===== config.mk =====
export PLATFORM = sky130hd
export DESIGN_NAME = axi_rd_sram_bridge
export DESIGN_NICKNAME = d
export VERILOG_FILES = /design/src/rtl/axi_rd_sram_bridge.sv
export SDC_FILE = /design/constraint.sdc
export NUM_CORES = 1
export LEC_CHECK = 0
export ABC_AREA = 1
export BUFFER_PORTS_ARGS = -buffer_cell sky130_fd_sc_hd__buf_4
export CORE_UTILIZATION = 50
export DETAILED_ROUTE_END_ITERATION = 8
export PLACE_DENSITY = 0.8
export SYNTH_ARGS = -nofsm -noshare
export SYNTH_HDL_FRONTEND = slang
export SYNTH_SLANG_ARGS = --single-unit

===== constraint.sdc =====
create_clock -name clk_i -period 1.6 [get_ports clk_i]
set_input_delay 0.24 -clock clk_i [delete_from_list [all_inputs] [get_ports clk_i]]
set_output_delay 0.24 -clock clk_i [all_outputs]
set_load 0.01 [all_outputs]

===== src/rtl/axi_rd_sram_bridge.sv =====
// AXI4 read-only slave bridging single-beat-per-fetch bursts onto a 1-cycle-latency SRAM.
// WRAP bursts are served only when AXI_RD_SRAM_BRIDGE_WRAP_EN is defined, otherwise answered with SLVERR.
module axi_rd_sram_bridge #(
  parameter int RAM_ADDR_W = 14,
  parameter int AXI_ID_W   = 4
) (
  input  logic                  clk_i,
  input  logic                  rst_i,
  input  logic                  axi_arvalid_i,
  input  logic [31:0]           axi_araddr_i,
  input  logic [AXI_ID_W-1:0]   axi_arid_i,
  input  logic [7:0]            axi_arlen_i,
  input  logic [1:0]            axi_arburst_i,
  output logic                  axi_arready_o,
  output logic                  axi_rvalid_o,
  output logic [31:0]           axi_rdata_o,
  output logic [1:0]            axi_rresp_o,
  output logic [AXI_ID_W-1:0]   axi_rid_o,
  output logic                  axi_rlast_o,
  input  logic                  axi_rready_i,
  output logic                  ram_rd_o,
  output logic [RAM_ADDR_W-1:0] ram_addr_o,
  input  logic [31:0]           ram_data_i
);

  typedef enum logic [1:0] {
    IDLE  = 2'd0,
    FETCH = 2'd1,
    DATA  = 2'd2
  } state_e;

  state_e                state_q, state_d;
  logic [31:0]           addr_q, addr_d;
  logic [AXI_ID_W-1:0]   id_q, id_d;
  logic [7:0]            len_q, len_d;
  logic [7:0]            cnt_q, cnt_d;
  logic [1:0]            burst_q, burst_d;
  logic                  err_q, err_d;
  logic                  first_q, first_d;
  logic [31:0]           rdata_q, rdata_d;

  logic                  ar_legal;
  logic                  last_beat;
  logic [31:0]           wrap_mask;
  logic [31:0]           addr_nxt;

  always_comb begin
    ar_legal = 1'b1;
    case (axi_arburst_i)
      2'b11: ar_legal = 1'b0;
      2'b10: begin
`ifdef AXI_RD_SRAM_BRIDGE_WRAP_EN
        ar_legal = (axi_arlen_i == 8'd1) || (axi_arlen_i == 8'd3) ||
                   (axi_arlen_i == 8'd7) || (axi_arlen_i == 8'd15);
`else
        ar_legal = 1'b0;
`endif
      end
      default: ar_legal = 1'b1;
    endcase
  end

  // (len+1)*4-1 is simply len with two low ones appended
  assign wrap_mask = {22'd0, len_q, 2'b11};

  always_comb begin
    addr_nxt = addr_q + 32'd4;
    case (burst_q)
      2'b00:   addr_nxt = addr_q;
      2'b10:   addr_nxt = (addr_q & ~wrap_mask) | ((addr_q + 32'd4) & wrap_mask);
      default: addr_nxt = addr_q + 32'd4;
    endcase
  end

  assign last_beat = (cnt_q == len_q);

  always_comb begin
    state_d = state_q;
    addr_d  = addr_q;
    id_d    = id_q;
    len_d   = len_q;
    cnt_d   = cnt_q;
    burst_d = burst_q;
    err_d   = err_q;
    first_d = 1'b0;
    rdata_d = rdata_q;
    case (state_q)
      IDLE: begin
        if (axi_arvalid_i) begin
          addr_d  = axi_araddr_i;
          id_d    = axi_arid_i;
          len_d   = axi_arlen_i;
          burst_d = axi_arburst_i;
          err_d   = !ar_legal;
          cnt_d   = 8'd0;
          state_d = FETCH;
        end
      end
      FETCH: begin
        first_d = 1'b1;
        state_d = DATA;
      end
      DATA: begin
        // SRAM output is only valid in the first DATA cycle; keep a copy for stalls
        if (first_q) begin
          rdata_d = ram_data_i;
        end
        if (axi_rready_i) begin
          cnt_d   = cnt_q + 8'd1;
          addr_d  = addr_nxt;
          state_d = last_beat ? IDLE : FETCH;
        end
      end
      default: state_d = IDLE;
    endcase
  end

  always_ff @(posedge clk_i) begin
    if (rst_i) begin
      state_q <= IDLE;
      addr_q  <= '0;
      id_q    <= '0;
      len_q   <= '0;
      cnt_q   <= '0;
      burst_q <= '0;
      err_q   <= 1'b0;
      first_q <= 1'b0;
      rdata_q <= '0;
    end else begin
      state_q <= state_d;
      addr_q  <= addr_d;
      id_q    <= id_d;
      len_q   <= len_d;
      cnt_q   <= cnt_d;
      burst_q <= burst_d;
      err_q   <= err_d;
      first_q <= first_d;
      rdata_q <= rdata_d;
    end
  end

  // Outputs are gated by rst_i so they read as idle during the reset cycle itself
  assign axi_arready_o = !rst_i && (state_q == IDLE);
  assign axi_rvalid_o  = !rst_i && (state_q == DATA);
  assign axi_rlast_o   = axi_rvalid_o && last_beat;
  assign axi_rid_o     = axi_rvalid_o ? id_q : '0;
  assign axi_rresp_o   = (axi_rvalid_o && err_q) ? 2'b10 : 2'b00;
  assign axi_rdata_o   = (axi_rvalid_o && !err_q) ? (first_q ? ram_data_i : rdata_q) : 32'd0;
  assign ram_rd_o      = !rst_i && (state_q == FETCH) && !err_q;
  assign ram_addr_o    = rst_i ? '0 : addr_q[RAM_ADDR_W+1:2];

endmodule


Word level (Yosys, flattened, before mapping)
Cells that the tools add are included.
{ "op_classes": {"n_addsub": 2, "eq_ne": 9, "n_mux": 17, "bitwise": 4, "reduce_logical": 17} }
{ "op_table": {"columns": ["op", "n"], "rows": [
  ["32-bit 2-to-1 mux", 4],
  ["32-bit one-hot mux with 2 select lines", 2],
  ["32-bit by 3-bit adder with 32-bit output (second input constant)", 1],
  ["32-bit by 10-bit bitwise AND with 32-bit output", 1],
  ["32-bit bitwise AND", 1],
  ["10-bit NOT with 32-bit output", 1],
  ["32-bit bitwise OR", 1],
  ["8-bit 2-to-1 mux", 2],
  ["8-bit one-hot mux with 2 select lines", 1],
  ["14-bit 2-to-1 mux", 1],
  ["8-bit by 1-bit adder with 8-bit output (second input constant)", 1],
  ["2-bit equality test (second input constant)", 4],
  ["8-bit equality test", 1],
  ["1-bit logical AND", 7],
  ["2-bit 2-to-1 mux", 3],
  ["2-bit inequality test (second input constant)", 3],
  ["2-bit one-hot mux with 3 select lines", 1],
  ["2-bit logical NOT", 2],
  ["4-bit 2-to-1 mux", 1],
  ["2-bit AND reduction", 2],
  ["4-bit AND reduction", 1],
  ["3-bit AND reduction", 1],
  ["2-bit by 1-bit equality test with 1-bit output (second input constant)", 1],
  ["1-bit logical NOT", 2],
  ["other kinds (3)", 4]
]} }
{ "word_totals": {"reg_bits": 90, "in_bits": 82, "output_inout_bits": 56, "elab_cells": 58} }

Logic depth before layout (Yosys ltp)
Gate-level depths: netlist of the first run.
{ "logic_depth": {"ltp_word": 6, "depth_mapped": 10, "ltp_nobuf": 9} }

Worst setup path after synthesis of the first run
Ideal clock, no wire load.
{ "synth_timing": {"path_type": "flip-flop to output port", "start": "register state_q[1]", "end": "output port axi_rdata_o[10]", "arrival_time_ns": 1.245, "t_required_ns": 1.360, "setup_slack_ns": 0.115, "stages_incl_launch_ff": 6, "path_buffers": 1, "cell_sequence": "dfxtp_1 -> nand2_1 -> nor2_1 -> nand2_1 -> buf_2 -> nor2_1"} }
{ "synth_between": {"elab_chain_len": 4} }
{ "synth_rtl": {"columns": ["item", "line", "text"], "rows": [
  ["from (decl)", "32", "state_e state_q, state_d;"],
  ["from (signal assigned)", "130", "state_q <= state_d;"],
  ["2-bit equality test", "144", "assign axi_rvalid_o = !rst_i && (state_q == DATA);"],
  ["1-bit logical AND", "144", null],
  ["named net axi_rvalid_o", "15", "output logic axi_rvalid_o,"],
  ["1-bit logical AND", "148", "assign axi_rdata_o = (axi_rvalid_o && !err_q) ? (first_q ? ram_data_i : rdata_q) : 32'd0;"],
  ["32-bit 2-to-1 mux", "148", null],
  ["to (decl)", "16", "output logic [31:0] axi_rdata_o,"]
]} }
The timed path passes the listed nets, and every way through them passes these cells.

Final worst setup path of the first run
{ "layout_timing": {"start": "register state_q[0]", "end": "output port axi_rdata_o[15]"} }
{ "layout_between": {"elab_chain_len": 4} }
{ "layout_rtl": {"columns": ["item", "line"], "rows": [
  ["2-bit equality test", "144"],
  ["1-bit logical AND", "144"],
  ["1-bit logical AND", "148"],
  ["32-bit 2-to-1 mux", "148"]
]} }
No other way between the ends.

==> results of run 1 <==
[cells in the final DEF (no fill, tap or decap), types with 2 or more instances in the layout]
cell type / netlist / layout
buf_4: 3 / 114
nand2_1: 95 / 93
dfxtp_1: 72 / 68
a21oi_1: 63 / 63
o21ai_0: 61 / 60
nor2_1: 92 / 57
inv_1: 48 / 46
nor2_4: 1 / 28
buf_6: 1 / 26
nand3_1: 25 / 25
mux2i_2: 0 / 17
mux2i_1: 32 / 10
nor2_2: 2 / 10
nand4_1: 10 / 10
clkbuf_8: 0 / 9
nand2_4: 3 / 5
mux2i_4: 0 / 5
clkinvlp_4: 0 / 4
xnor2_1: 4 / 4
nand2_2: 3 / 3
inv_2: 3 / 3
xor2_1: 3 / 3
o211ai_1: 3 / 3
nor3_1: 4 / 3
buf_12: 0 / 3
o21ai_1: 1 / 2
ha_1: 2 / 2
buf_16: 0 / 2
dfxtp_2: 0 / 2
dfxtp_4: 0 / 2
[synth_stat cells (all sizes together) (2+ instances only)]
cell type  count  area, sq um
inv           51          191
nand3         26          135
xnor2          4         35.0
nand4         10         62.6
xor2           3         26.3
ha             2         25.0
mux2i         32          320
nand2        101          409
clkbuf        13         48.8
nor3           5         30.0
buf           17          109
o21ai         62          310
nor2          95          369
dfxtp         72         1440
a21oi         64          324
o211ai         3         22.5
[registers in the layout, summed over array words and instances (netlist names), named ones only]
name     cells
state_q      2
cnt_q        8
first_q      1
addr_q       7
burst_q      2
id_q         4
rdata_q     32
err_q        1
len_q        8
[area by class of cell]
| type | instances | area [sq um] |
|---|---|---|
| multi-input cells | 410 | 2470 |
| fillers | 514 | 1610 |
| flip-flops and latches | 72 | 1450 |
| repair buffers | 147 | 1320 |
| inverters | 51 | 198 |
| clock buffers | 9 | 124 |
| well taps | 99 | 124 |
| clock inverters | 6 | 70.1 |
[logic make-up after synthesis]
kind of cell | after synthesis | share of synthesized area, %
simple gates | 239 | 26.3
compound gates | 129 | 16.9
buf+inv | 81 | 9.00
flops | 72 | 37.2
mux | 32 | 8.26
xor+xnor | 7 | 1.58
fa+ha+maj | 2 | 0.645
other cells | 1 | 0.0967
[worst register-to-register path, cell delays in order, from the launching register on]
cell and delay [ps]:
dfxtp_4 360, inv_4 60, buf_4 100, buf_6 90, nand3_1 140, nand2_4 150
buf_12 170, o211ai_1 130, nor2_1 170, nor2_1 60
[per-stage QoR]
step	instance area, sq um	setup TNS (ps)
6_report	5760	-4870
5_1_grt	5760	-7600
4_1_cts	5510	-5320
3_5_place_dp	4900	0
3_3_place_gp	4900	0
2_1_floorplan	3880	0
[layer usage]
| metal | wire length, microns | GRT usage (%) | vias to the layer above |
|---|---|---|---|
| met4 | 261 | 11.2 | 0 |
| met2 | 6510 | 52.8 | 162 |
| met1 | 4840 | 32.6 | 2005 |
| met5 | 0 | 0 | - |
| met3 | 882 | 7.70 | 28 |
| li1 | - | - | 2112 |
[power breakdown]
part / total [W] / leakage (nW) / internal [W] / switching (W)
Sequential: 0.00206 / 0.592 / 0.00194 / 0.000117
Clock: 0.00146 / 0.0879 / 0.000719 / 0.000746
Combinational: 0.00114 / 1.73 / 0.000497 / 0.000644
Total: 0.00466 / 2.41 / 0.00316 / 0.00151
[path summary, 6_finish.rpt]
check | endpoint | from | slack (ps) | cells after the start
worst min-delay path | state_q[1] | axi_rready_i | 100 | 2
worst max-delay path | axi_rdata_o[15] | state_q[0] | -180 | 7
worst max register to register | register | state_q[0] | 60 | 9
worst min register to register | id_q[0] | id_q[0] | 450 | 2
[timing repair]
| action | CTS | global route |
|---|---|---|
| setup buffers | 7 | 3 |
| setup endpoints to repair | 39 | 45 |
| cloned | 3 | 1 |
| resized for setup | 81 | 52 |
| pin swaps | 15 | 9 |
==> impl_metrics.py, run 1 <==
metrics = {
    "status": {
        "outcome": "finished, violations left",
        "failed_checks": "setup timing",
    },
    "pwr": {
        "power_density_mw_per_mm2": 810,
        "power_w": 0.00466,
        "ir_drop_mv": 0.568,
        "p_leak_nw": 2.41,
    },
    "worst_hold_path": {
        "hold_path.class": "in2reg",
    },
    "cts": {
        "hold_buffers": 0,
        "tritoncts": "yes",
        "cts_root_buffer": "clkbuf_8",
        "cts_sinks": 72,
        "cts_max_level": 3,
        "clock_latency_ps": 360,
        "clk_pin_slew_ps": 70,
        "cts_buffers": 9,
        "cts_max_path_buffers": 2,
    },
    "timing": {
        "max_clock_freq_ghz": 0.561,
        "drv_slew": 0,
        "holdWs_ps": 104,
        "setup_viol_count_final": 39,
        "hold_viol": 0,
        "setup_ws_ps": -181,
        "skew_ps": 18.6,
        "layout_min_cycle_time_ps": 1780,
        "finalCritPeriodShare_pct": 111,
        "rsz0062_at_grt": "yes",
    },
    "run": {
        "cap_violations": 0,
    },
    "global_routing": {
        "grt_overflow": 0,
        "grt_pass1_wl_microns": 19200,
        "grt_usage_pct": 29.2,
        "grt_start_max_net_pins": 65,
        "grt_pass1_vias": 4173,
        "antenna_found_initial": 0,
    },
    "setup_path": {
        "cp_data_arrival_time_ps": 1540,
        "worst-path-buf-inv": 3,
        "crit_fanout": 8,
        "path_class": "reg2out",
        "crit_slowest_cell": "dfxtp_4",
        "cp_top_family": "buffers and inverters",
        "crit_required_ps": 1360,
        "path_cells": "inv_4, nand2_4, nor2_4, nand2_2, bufbuf_16, nor2_1, buf_4",
        "max_stage_delay_ps": 360,
        "endpoint_kind": "primary output",
        "crit_path_start_kind": "register",
    },
    "floorplan": {
        "die_w_microns": 90.1,
        "ios": 138,
        "start_util_pct": 52.6,
        "row_count": 31,
        "dieArea_sq_mm": 0.00811,
        "core_sq_mm": 0.00737,
        "die_y_microns": 90.1,
    },
    "place": {
        "gp_congestion": 0.868,
        "hpwl_microns": 7390,
        "pre_cts_slack_ps": 80.2,
        "io_buffers": 118,
        "dp_cells": 766,
    },
    "logic_synthesis": {
        "avgSynthCellArea_sq_um": 6.89,
        "synth_cells": 563,
        "syn_area_sq_mm": 0.00388,
        "yosysWarningCount": 0,
        "ys_ff_latch": 72,
        "synth_seq_area_share_pct": 37.2,
        "synth_fp_nets": 647,
        "synthFlopType": "dfxtp_1",
        "synth_edf_count": 0,
        "yosysUniqueCellTypes": 31,
        "synthArstFlopShare_pct": 0,
    },
    "route": {
        "routedWlPerCell_microns": 15.7,
        "ant_nets": 0,
        "dr.pass1.iters": 4,
        "drc_errors": 0,
        "viasPerCell": 5.42,
        "dr.first_iter.drc_count": 215,
        "drt-total-wl_microns": 12500,
        "vias": 4307,
    },
    "finish": {
        "syn_to_final_growth_pct": 48.5,
        "fin_cells": 794,
        "fin_nets": 775,
        "antenna_cells": 0,
        "drive_gt1_share_pct": 35.1,
        "finalCoreUtilization_pct": 78.1,
    },
}
(Power assumes the default switching activity.)
==> run 2, diff against run 1 <==
--- a/config.mk
+++ b/config.mk
@@ -7,9 +7,9 @@
 export LEC_CHECK = 0
 export ABC_AREA = 1
 export BUFFER_PORTS_ARGS = -buffer_cell sky130_fd_sc_hd__buf_4
-export CORE_UTILIZATION = 50
+export CORE_UTILIZATION = 44
 export DETAILED_ROUTE_END_ITERATION = 8
-export PLACE_DENSITY = 0.8
+export PLACE_DENSITY = 0.72
 export SYNTH_ARGS = -nofsm -noshare
 export SYNTH_HDL_FRONTEND = slang
 export SYNTH_SLANG_ARGS = --single-unit
==> impl_metrics.py, run 2 (synthesis gave the netlist of run 1 again) <==
metrics = {
    "cts": {
        "clock_latency_ps": 360,
        "hold_buffers": 0,
        "tritoncts": "yes",
        "clk_pin_slew_ps": 80,
        "cts_max_level": 3,
        "cts_root_buffer": "clkbuf_8",
        "cts_buffers": 9,
        "cts_max_path_buffers": 2,
        "cts_sinks": 72,
    },
    "setup_path": {
        "r2r.worst_path.cells": 9,
        "crit_required_ps": 1360,
        "r2r_setup_slack_ps": 110,
        "path_class": "reg2out",
        "r2r-start": "state_q[0]",
        "crit_path_start_kind": "register",
        "crit_fanout": 8,
        "cp_data_arrival_time_ps": 1540,
        "endpoint_kind": "primary output",
        "reg2reg_to": "addr_q[12]",
    },
    "route": {
        "dr.pass1.iters": 4,
        "vias": 4204,
        "viasPerCell": 5.27,
        "routedWlPerCell_microns": 15.3,
        "dr.first_iter.drc_count": 175,
        "ant_nets": 0,
        "drc_errors": 0,
        "drt-total-wl_microns": 12200,
    },
    "finish": {
        "top_regs": "rdata_q x32, cnt_q x8, len_q x8",
        "regMostFlops": "rdata_q",
        "final_common_cell": "buf_4",
        "antenna_cells": 0,
        "fillers": 657,
        "fin_nets": 773,
        "largest_reg_flops": 32,
        "syn_to_final_growth_pct": 51.4,
        "final_cell_mix": "buf_4 (103), nand2_1 (93), dfxtp_1 (68)",
        "drive_gt1_share_pct": 34.6,
    },
    "status": {
        "outcome": "finished, violations left",
        "failed_checks": "setup timing",
    },
    "timing": {
        "skew_ps": 8.92,
        "drv_slew": 0,
        "max_clock_freq_ghz": 0.563,
        "holdWs_ps": 96.5,
        "setup_viol_count_final": 39,
        "finalCritPeriodShare_pct": 111,
        "hold_viol": 0,
        "fin_tns_setup_ps": -5420,
        "setup_ws_ps": -176,
        "layout_min_cycle_time_ps": 1780,
        "rsz0062_at_grt": "yes",
    },
    "floorplan": {
        "row_count": 33,
        "die_y_microns": 95.9,
        "dieArea_sq_mm": 0.00919,
        "die_w_microns": 95.9,
        "ios": 138,
        "core_sq_mm": 0.00838,
        "start_util_pct": 46.3,
    },
    "global_routing": {
        "grt_pass1_wl_microns": 18500,
        "grt_overflow": 0,
        "grt_pass1_vias": 4001,
        "grt_usage_pct": 26.2,
        "antenna_found_initial": 0,
        "grt_start_max_net_pins": 66,
    },
    "place": {
        "io_buffers": 118,
        "hpwl_microns": 7480,
        "pre_cts_slack_ps": 50.7,
        "gp_congestion": 0.857,
    },
    "pwr": {
        "power_density_mw_per_mm2": 841,
        "ir_drop_mv": 0.467,
        "p_leak_nw": 2.44,
    },
    "worst_hold_path": {
        "min_delay_path_depth": 2,
        "hold_path.class": "in2reg",
        "holdPathEnd": "first_q",
        "min_from": "rst_i",
    },
    "run": {
        "cap_violations": 0,
    },
}
==> run 2: where the power goes <==
group	total, W	switching, W	internal, W
Clock	0.00176	0.000730	0.00103
Sequential	0.00206	0.000119	0.00194
Combinational	0.00112	0.000627	0.000496
==> run 2: worst max path at each step <==
stage                    start         endpoint  slack [ps]  cells after the start
CTS                 state_q[0]  axi_rdata_o[18]        -180                      7
global route        state_q[0]  axi_rdata_o[17]        -220                      8
finish              state_q[0]  axi_rdata_o[17]        -180                      8
detailed placement  state_q[1]  axi_rdata_o[14]          50                      6
global placement    state_q[1]  axi_rdata_o[23]          90                      6
floorplan           state_q[1]  axi_rdata_o[10]         110                      5
==> run 2: cell type report <==
cell class | instances | area, sq um | share of cell area (%)
well taps | 105 | 131 | 2.24
flip-flops and latches | 72 | 1450 | 24.8
clock buffers | 10 | 128 | 2.17
clock inverters | 5 | 106 | 1.81
multi-input cells | 410 | 2500 | 42.6
inverters | 51 | 194 | 3.30
repair buffers | 145 | 1360 | 23.1
==> run 2: per-layer routing <==
layer  vias up  track usage [%]  wire [microns]
met5         -                0               0
met4         0             10.8             237
met3        24             6.08             838
met2       138             46.0            6200
met1      1941             30.7            4960
li1       2101                -               -
==> run 2: repair_timing <==
item | 4_1_cts | 5_1_grt
endpoints found under the setup margin | 39 | 43
cloned | 4 | 0
setup buffers | 8 | 1
pin swaps | 10 | 24
resized for setup | 75 | 72
endpoints found under the hold margin | 0 | 0
==> run 2: metrics by stage <==
step	instance area, sq um	util (%)	power (W)	std cells
global placement	4910	58.6	0.00297	771
floorplan	3880	-	0.00265	563
CTS	5580	66.5	0.00484	798
finish	5870	70.1	0.00494	798
detailed placement	4910	58.6	0.00300	771
global route	5870	70.1	0.00515	798
==> run 2: worst max-delay path: stages, from the launching register on <==
cell	delay, ps
dfxtp_4	360
inv_4	60
nand2_4	50
nor2_4	110
nand2_4	80
buf_6	140
buf_16	160
nor2_4	100
buf_6	110
